===== config.mk =====
export PLATFORM = sky130hd
export DESIGN_NAME = keypad_scanner
export DESIGN_NICKNAME = d
export VERILOG_FILES = /design/src/rtl/calc_pkg.sv /design/src/rtl/keypad_key_map.sv /design/src/rtl/keypad_scanner.sv
export SDC_FILE = /design/constraint.sdc
export NUM_CORES = 1
export LEC_CHECK = 0
export ABC_AREA = 1
export ABC_CLOCK_PERIOD_IN_PS = 4500
export CELL_PAD_IN_SITES_DETAIL_PLACEMENT = 0
export CELL_PAD_IN_SITES_GLOBAL_PLACEMENT = 1
export CORE_MARGIN = 2
export CORE_UTILIZATION = 41
export DETAILED_ROUTE_END_ITERATION = 6
export PLACE_DENSITY_LB_ADDON = 0.12
export SKIP_LAST_GASP = 1
export SLEW_MARGIN = 0
export SYNTH_ARGS = -nofsm -noshare
export SYNTH_HDL_FRONTEND = slang
export SYNTH_SLANG_ARGS = --single-unit

===== constraint.sdc =====
create_clock -name clk -period 4.5 [get_ports clk]
set_input_delay 1.35 -clock clk [delete_from_list [all_inputs] [get_ports clk]]
set_output_delay 1.35 -clock clk [all_outputs]
set_load 0.03 [all_outputs]

===== src/rtl/calc_pkg.sv =====
// rtl/calc_pkg.sv - shared types, operator codes and key map for the keypad scanner
package calc_pkg;

    typedef enum logic [1:0] {
        ST_SCAN,
        ST_DEBOUNCE,
        ST_EMIT,
        ST_WAIT_RELEASE
    } state_e;

    localparam int SCAN_CYCLES_DEF     = 4;
    localparam int DEBOUNCE_CYCLES_DEF = 16;

    localparam logic [3:0] OP_ADD    = 4'hA;
    localparam logic [3:0] OP_SUB    = 4'hB;
    localparam logic [3:0] OP_MUL    = 4'hC;
    localparam logic [3:0] OP_DIV    = 4'hD;
    localparam logic [3:0] OP_CLEAR  = 4'hE;
    localparam logic [3:0] OP_EQUALS = 4'hF;

    // Nibble at index row*4+col; row 0 occupies the low 16 bits.
    localparam logic [63:0] KEY_TABLE = 64'hDF0E_C987_B654_A321;

    function automatic logic [3:0] key_lookup(input logic [1:0] row, input logic [1:0] col);
        return KEY_TABLE[{row, col, 2'b00} +: 4];
    endfunction

endpackage


===== src/rtl/keypad_key_map.sv =====
// rtl/keypad_key_map.sv - combinational (row, col) to key code, digit one-hot and operator flag
module keypad_key_map
    import calc_pkg::*;
(
    input  logic [1:0] row_i,
    input  logic [1:0] col_i,
    output logic [3:0] key_code_o,
    output logic [9:0] digit_o,
    output logic       is_op_o
);

    always_comb begin
        key_code_o = key_lookup(row_i, col_i);
        is_op_o    = (key_code_o >= OP_ADD);
        digit_o    = '0;
        if (!is_op_o) begin
            digit_o[key_code_o] = 1'b1;
        end
    end

endmodule


===== src/rtl/keypad_scanner.sv =====
// rtl/keypad_scanner.sv - 4x4 keypad column scanner with press/release debounce
// and registered one-cycle key, digit and operator pulses.
module keypad_scanner
    import calc_pkg::*;
#(
    parameter int SCAN_CYCLES     = SCAN_CYCLES_DEF,
    parameter int DEBOUNCE_CYCLES = DEBOUNCE_CYCLES_DEF
) (
    input  logic       clk,
    input  logic       rst_n,
    input  logic [3:0] row_in,
    output logic [3:0] col_out,
    output logic       zero,
    output logic       one,
    output logic       two,
    output logic       three,
    output logic       four,
    output logic       five,
    output logic       six,
    output logic       seven,
    output logic       eight,
    output logic       nine,
    output logic       op_valid,
    output logic [3:0] op_code,
    output logic       key_valid,
    output logic [3:0] key_code
);

    localparam int DW = (SCAN_CYCLES > 1) ? $clog2(SCAN_CYCLES) : 1;
    localparam int CW = $clog2(DEBOUNCE_CYCLES + 1);
    localparam logic [DW-1:0] DWELL_LAST = DW'(SCAN_CYCLES - 1);
    localparam logic [CW-1:0] DEB_LAST   = CW'(DEBOUNCE_CYCLES - 1);

    state_e        state_q;
    logic [1:0]    col_q, col_d;
    logic [1:0]    row_q;
    logic [1:0]    low_row;
    logic [DW-1:0] dwell_q;
    logic [CW-1:0] cnt_q;
    logic [3:0]    col_out_q;
    logic          key_valid_q, op_valid_q;
    logic [3:0]    key_code_q, op_code_q;
    logic [9:0]    digit_q;

    logic [3:0]    map_code;
    logic [9:0]    map_digit;
    logic          map_is_op;
    logic          sample_last, rows_idle, row_held;

    keypad_key_map u_key_map (
        .row_i      (row_q),
        .col_i      (col_q),
        .key_code_o (map_code),
        .digit_o    (map_digit),
        .is_op_o    (map_is_op)
    );

    // Lowest-index low row wins when several keys share the column.
    always_comb begin
        low_row = 2'd3;
        for (int r = 3; r >= 0; r--) begin
            if (!row_in[r]) low_row = 2'(r);
        end
    end

    assign sample_last = (dwell_q == DWELL_LAST);
    assign rows_idle   = (row_in == 4'hF);
    assign row_held    = !row_in[row_q];

    always_comb begin
        col_d = col_q;
        if (state_q == ST_SCAN && sample_last && rows_idle) begin
            col_d = col_q + 2'd1;
        end
        if (state_q == ST_WAIT_RELEASE && rows_idle && cnt_q == DEB_LAST) begin
            col_d = col_q + 2'd1;
        end
    end

    always_ff @(posedge clk) begin
        if (!rst_n) begin
            state_q     <= ST_SCAN;
            col_q       <= 2'd0;
            row_q       <= 2'd0;
            dwell_q     <= '0;
            cnt_q       <= '0;
            col_out_q   <= 4'b1110;
            key_valid_q <= 1'b0;
            op_valid_q  <= 1'b0;
            key_code_q  <= 4'h0;
            op_code_q   <= 4'h0;
            digit_q     <= '0;
        end else begin
            col_q       <= col_d;
            col_out_q   <= ~(4'b0001 << col_d);
            key_valid_q <= 1'b0;
            op_valid_q  <= 1'b0;
            digit_q     <= '0;
            case (state_q)
                ST_SCAN: begin
                    if (sample_last) begin
                        dwell_q <= '0;
                        if (!rows_idle) begin
                            row_q   <= low_row;
                            cnt_q   <= '0;
                            state_q <= ST_DEBOUNCE;
                        end
                    end else begin
                        dwell_q <= dwell_q + 1'b1;
                    end
                end
                ST_DEBOUNCE: begin
                    if (!row_held) begin
                        state_q <= ST_SCAN;
                        dwell_q <= '0;
                    end else if (cnt_q == DEB_LAST) begin
                        // Outputs load on the same edge the FSM enters EMIT.
                        cnt_q       <= cnt_q + 1'b1;
                        state_q     <= ST_EMIT;
                        key_valid_q <= 1'b1;
                        key_code_q  <= map_code;
                        digit_q     <= map_digit;
                        op_valid_q  <= map_is_op;
                        if (map_is_op) op_code_q <= map_code;
                    end else begin
                        cnt_q <= cnt_q + 1'b1;
                    end
                end
                ST_EMIT: begin
                    cnt_q   <= '0;
                    state_q <= ST_WAIT_RELEASE;
                end
                ST_WAIT_RELEASE: begin
                    if (!rows_idle) begin
                        cnt_q <= '0;
                    end else if (cnt_q == DEB_LAST) begin
                        cnt_q   <= '0;
                        dwell_q <= '0;
                        state_q <= ST_SCAN;
                    end else begin
                        cnt_q <= cnt_q + 1'b1;
                    end
                end
                default: state_q <= ST_SCAN;
            endcase
        end
    end

    assign col_out   = col_out_q;
    assign key_valid = key_valid_q;
    assign key_code  = key_code_q;
    assign op_valid  = op_valid_q;
    assign op_code   = op_code_q;
    assign zero      = digit_q[0];
    assign one       = digit_q[1];
    assign two       = digit_q[2];
    assign three     = digit_q[3];
    assign four      = digit_q[4];
    assign five      = digit_q[5];
    assign six       = digit_q[6];
    assign seven     = digit_q[7];
    assign eight     = digit_q[8];
    assign nine      = digit_q[9];

endmodule


==> results of run 1 <==
worst min-delay path by stage:
stage,start,endpoint,cells past startpoint
2_1_floorplan,dwell_q[1],dwell_q[1],2
3_3_place_gp,key_code[2],key_code[2],2
3_5_place_dp,key_code[1],key_code[1],2
4_1_cts,key_code[1],key_code[1],2
5_1_grt,op_code[2],op_code[2],2
6_report,key_code[2],key_code[2],2
power breakdown:
part	internal (mW)	switching (mW)	leakage [nW]
combinational	0.0798	0.141	0.633
clock	0.107	0.116	0.0439
sequential	0.354	0.0250	0.299
total	0.540	0.282	0.976
synth_stat cells, drive strengths merged:
library cell | instances | area [um2]
a31oi | 1 | 6.26
nor2 | 39 | 173
nand3 | 12 | 82.6
xor2 | 2 | 17.5
nand2 | 58 | 240
nor4 | 1 | 6.26
a211oi | 1 | 7.51
nand4 | 9 | 68.8
o21ai | 17 | 96.3
clkbuf | 2 | 7.51
dfxtp | 37 | 741
ha | 15 | 188
a21oi | 16 | 83.8
buf | 2 | 16.3
inv | 34 | 133
flip-flops by register name, indices dropped and copies added (netlist names), named ones only:
name	flops
row_q	2
col_out	4
digit_q	10
op_code	4
cnt_q	5
key_valid	1
state_q	1
op_valid	1
dwell_q	2
key_code	4
col_q	2
final cells by class:
class | count | share of cell area
repair buffers | 29 | 0.127
multi-input cells | 171 | 0.424
inverters | 34 | 0.0581
flip-flops and latches | 37 | 0.324
clock inverters | 3 | 0.00767
well taps | 52 | 0.0285
clock buffers | 5 | 0.0301
kinds of logic after synthesis:
kind of cell | count (synthesis)
fa+ha+maj | 15
compound gates | 35
simple gates | 119
buf+inv | 38
xor+xnor | 2
flops | 37
layer usage:
| metal | track usage | vias up |
|---|---|---|
| li1 | - | 845 |
| met1 | 0.197 | 704 |
| met2 | 0.259 | 26 |
| met3 | 0.0366 | 5 |
| met4 | 0.0566 | 0 |
| met5 | 0 | - |
metrics by stage:
stage	cells	setup slack (ns)	utilization
6_report	331	1.82	0.521
5_1_grt	331	1.66	0.521
4_1_cts	331	1.77	0.521
3_5_place_dp	323	1.49	0.501
3_3_place_gp	323	1.52	0.501
2_1_floorplan	246	2.34	-
critical path, cell delays in order:
cell             delay (ns)
clkdlybuf4s50_1        0.72
inv_1                  0.38
nor2_8                 0.23
nand4_1                0.12
nor2_1                 0.10
==> impl_metrics.csv, run 1 <==
group,metric,value,unit
run_status,status,"finished, final reports clean",
grt,grt_antenna_before_repair,0,
routing,firstDrtPassIters,4,
sta,final-setup-viol-count,0,
routing,drtAntennaViolNets,0,
logic_synthesis,synth_xor_area_frac,0.00938,
sta,hold_slack,0.450,ns
logic_synthesis,synthSimpleGateAreaFrac,0.306,
routing,post_drt_via_cell_ratio,4.77,
sta,skew,0.00373,ns
cts,root_buffer,"clkbuf_8",
grt,grt_pass1_wl,6320,um
routing,dr.max_layer_used,"met4",
job,max_cap_violations,0,
worst_hold_path,hold_path_class,"register to register",
cts,hold_buffers,0,
placed_design,place_congestion,0.741,
logic_synthesis,seq_area_frac_synth,0.397,
cts,ctsHtreeMaxLevel,2,
cts,postCtsResizedCells,0,
cts,clkSinkCount,37,
floorplan,pin_count,30,
routing,vias,1580,
routing,wl,3580,um
logic_synthesis,ys_ff_latch,37,
finish,layout_commonest_cell,"nand2_1",
routing,route.met2.wl,1670,um
power,report.power.total,823,uW
cts,clk_latency,0.28,ns
sta,fmax,373,MHz
logic_synthesis,netlist_area,1870,um2
sta,tightest_slew,0.565,ns
floorplan,dieArea,5110,um2
finish,syn_to_final_growth,22.4,%
critical_path,crit_arrival,2.90,ns
placed_design,place_hpwl,2810,um
critical_path,path_max_fanout,15,
grt,grtUsageTotal,0.156,
cts,cts_setup_buffers,0,
placed_design,port_buffers,29,
logic_synthesis,syn_inst,246,
critical_path,critPathKind,"input port to register",
finish,multi_input_area,970,um2
routing,wl_per_cell,10.8,um
routing,dr.first_iter.drc_count,67,
sta,setup_tns,0,ns
grt,grt_overflow,0,
logic_synthesis,synth_mux_area_frac,0,
cts,cts_buffer_depth,2,
finish,nets,299,
critical_path,startpoint_type,"input port",
floorplan,die_y,71.5,um
routing,met3WireLength,152,um
logic_synthesis,synth_nets,267,
finish,drive_gt1_frac,0.100,
critical_path,cp.required,4.72,ns
critical_path,crit_end,"digit_q[7]",
critical_path,crit_path_end_kind,"register",
logic_synthesis,syn_avg_cell_area,7.59,um2
logic_synthesis,synth_top_family_by_area,"simple AND/OR/NAND/NOR gates",
sta,drv_slew,0,
floorplan,core,4380,um2
floorplan,start_util,0.426,
sta,rsz0062_at_grt,"no",
logic_synthesis,synth_cell_types,29,
sta,relSlewSlack,0.623,
routing,drcViolationCount,0,
logic_synthesis,synth_warnings,0,
grt,grt_max_degree,16,
finish,fill_cells,448,
logic_synthesis,synthAdderAreaFrac,0.101,
critical_path,worst_r2r_endpoint,"col_out[3]",
floorplan,rows,24,
power,leakage,0.976,nW
cts,cts_tree,"yes",
critical_path,rrSetupSlack,2.55,ns
cts,numCtsBuffers,5,
finish,design_area,2280,um2
cts,clk_pin_slew,0.07,ns
logic_synthesis,synth_compound_area_frac,0.104,
critical_path,ff2ff_path_depth,11,
power,ir_drop,0.257,mV
floorplan,die_w,71.5,um
sta,finalHoldViolCount,0,
placed_design,placed_cell_area,2200,um2
routing,routedLengthMet1,1710,um
finish,register_area,741,um2
finish,final_cell_mix,"51 x nand2_1, 37 x dfxtp_1, 36 x nor2_1",
critical_path,cp-startpoint,"rst_n",
finish,antennaDiodeCount,0,
grt,first_global_vias,1441,
critical_path,r2r_start,"cnt_q[0]",
sta,finalCritPeriodShare,0.596,
power,power.density,360,nW/um2
sta,period_minus_slack,2.68,ns
No activity file was read; power rests on OpenSTA's default activity.
==> run 2, diff against run 1 <==
- ABC_CLOCK_PERIOD_IN_PS: 4500 -> 2500
- CORE_UTILIZATION: 41 -> 38
- clock period: 4.5 -> 2.5 ns (I/O delays scaled with it)
==> impl_metrics.csv, run 2 (synthesized netlist as in run 1, its figures left out) <==
group,metric,value,unit
critical_path,critPathKind,"register to output port",
sta,finalCritPeriodShare,0.836,
cts,postCtsResizedCells,0,
critical_path,critPathMaxStageDelay,0.68,ns
job,max_cap_violations,0,
sta,setup_tns,0,ns
critical_path,crit_family,"buffers and inverters",
sta,relSlewSlack,0.742,
sta,period_minus_slack,2.09,ns
critical_path,crit_buf_inv,1,
sta,drv_slew,0,
cts,clk_pin_slew,0.09,ns
worst_hold_path,hold_path_class,"register to register",
critical_path,rrSetupSlack,0.56,ns
cts,cts_tree,"yes",
finish,fill_cells,482,
floorplan,die_y,74.1,um
cts,clkSinkCount,37,
cts,clk_latency,0.30,ns
critical_path,path_max_fanout,2,
routing,post_drt_via_cell_ratio,4.55,
floorplan,dieArea,5490,um2
critical_path,startpoint_type,"register",
finish,syn_to_final_growth,26.9,%
finish,regMostFlops,"digit_q",
finish,layout_commonest_cell,"nand2_1",
run_status,status,"finished, final reports clean",
finish,design_area,2370,um2
sta,rsz0062_at_grt,"no",
routing,wl_per_cell,10.5,um
cts,numCtsBuffers,5,
routing,firstDrtPassIters,4,
finish,largest_reg_flops,10,
floorplan,rows,25,
finish,final_cell_mix,"51 x nand2_1, 37 x dfxtp_1, 36 x nor2_1",
finish,drive_gt1_frac,0.107,
sta,finalHoldViolCount,0,
worst_hold_path,hold_depth,2,
critical_path,ff2ff_path_depth,11,
finish,antennaDiodeCount,0,
finish,finalCoreUtilization,0.502,
cts,cts_buffer_depth,2,
routing,wl,3640,um
power,leakage,1.01,nW
grt,grt_pass1_wl,6290,um
power,p_int,1.18,mW
cts,hold_buffers,0,
worst_hold_path,hp-start,"key_code[1]",
power,ir_drop,0.341,mV
floorplan,start_util,0.395,
power,switchingPower,531,uW
sta,fmax,478,MHz
critical_path,cp.required,1.75,ns
power,power.density,723,nW/um2
grt,first_global_vias,1428,
finish,reg_top3,"digit_q x10, cnt_q x5",
placed_design,place_congestion,0.743,
sta,skew,0.0118,ns
critical_path,r2r_start,"cnt_q[0]",
routing,drcViolationCount,0,
cts,ctsHtreeMaxLevel,2,
finish,nets,301,
power,pwr-share-comb,0.232,
floorplan,pin_count,30,
power,swShare,0.310,
routing,drtAntennaViolNets,0,
placed_design,placed_cell_area,2230,um2
critical_path,crit_path_end_kind,"output port",
power,p_clk_frac,0.369,
critical_path,critPathSlowestCell,"clkdlybuf4s50_1",
critical_path,worst_r2r_endpoint,"col_out[2]",
grt,grtUsageTotal,0.151,
critical_path,worstPathCellList,"clkdlybuf4s50_1",
placed_design,place_hpwl,2790,um
floorplan,core,4720,um2
grt,grt_overflow,0,
sta,final-setup-viol-count,0,
cts,root_buffer,"clkbuf_8",
grt,grt_antenna_before_repair,0,
sta,hold_slack,0.446,ns
routing,vias,1582,
cts,cts_setup_buffers,0,
sta,tightest_slew,0.388,ns
finish,fin_cells,348,
floorplan,die_w,74.1,um
grt,grt_max_degree,14,
power,seqPwrFrac,0.398,
placed_design,placed_cells,340,
routing,dr.first_iter.drc_count,64,
placed_design,port_buffers,29,
worst_hold_path,hold_end,"key_code[1]",
critical_path,crit_arrival,1.34,ns
## run 2: cell types whose count changed in the layout (fill, tap and decap cells not counted)
cell / before / now
clkinv_2: 2 / 0
bufinv_16: 0 / 2
clkinvlp_4: 1 / 0
inv_6: 1 / 2
buf_4: 0 / 2
## run 2: cell type report
| type | count | area (um2) | area share |
|---|---|---|---|
| Multi-Input combinational cell | 171 | 970 | 0.409 |
| Sequential cell | 37 | 741 | 0.313 |
| Timing Repair Buffer | 31 | 305 | 0.129 |
| Inverter | 34 | 133 | 0.0560 |
| Tap cell | 67 | 83.8 | 0.0354 |
| Clock buffer | 5 | 68.8 | 0.0290 |
| Clock inverter | 3 | 68.8 | 0.0290 |
## run 2: how the worst max path moves through the flow
stage	from	to	slack, ns	depth (start not counted)
after CTS	op_code[3]	op_code[3]	0.40	1
final	op_code[3]	op_code[3]	0.41	1
after detailed placement	row_in[0]	col_out[2]	0.22	8
after global placement	row_in[0]	col_out[2]	0.23	8
after floorplan	cnt_q[0]	col_out[1]	0.83	10
after global routing	cnt_q[0]	col_out[3]	0.34	11
## run 2: per-stage QoR
stage,worst slack (ns),power (mW)
after detailed placement,0.224,1.10
after global placement,0.228,1.10
after floorplan,0.825,1.01
after CTS,0.403,1.73
after global routing,0.338,1.83
final,0.410,1.71
## run 2: power by group through the flow
stage,registers (mW),logic (mW),clock network (mW)
2_1_floorplan,0.683,0.331,0
4_1_cts,0.683,0.405,0.645
3_3_place_gp,0.698,0.403,0
3_5_place_dp,0.696,0.404,0
5_1_grt,0.693,0.470,0.667
6_report,0.683,0.398,0.633
## run 2: metal layers
layer	part of all wire	GRT usage	wire length, um	up-vias
li1	-	-	-	848
met1	0.47	0.176	1700	708
met2	0.48	0.260	1750	21
met3	0.036	0.0325	130	5
met4	0.017	0.0788	61	0
met5	0	0	0	-
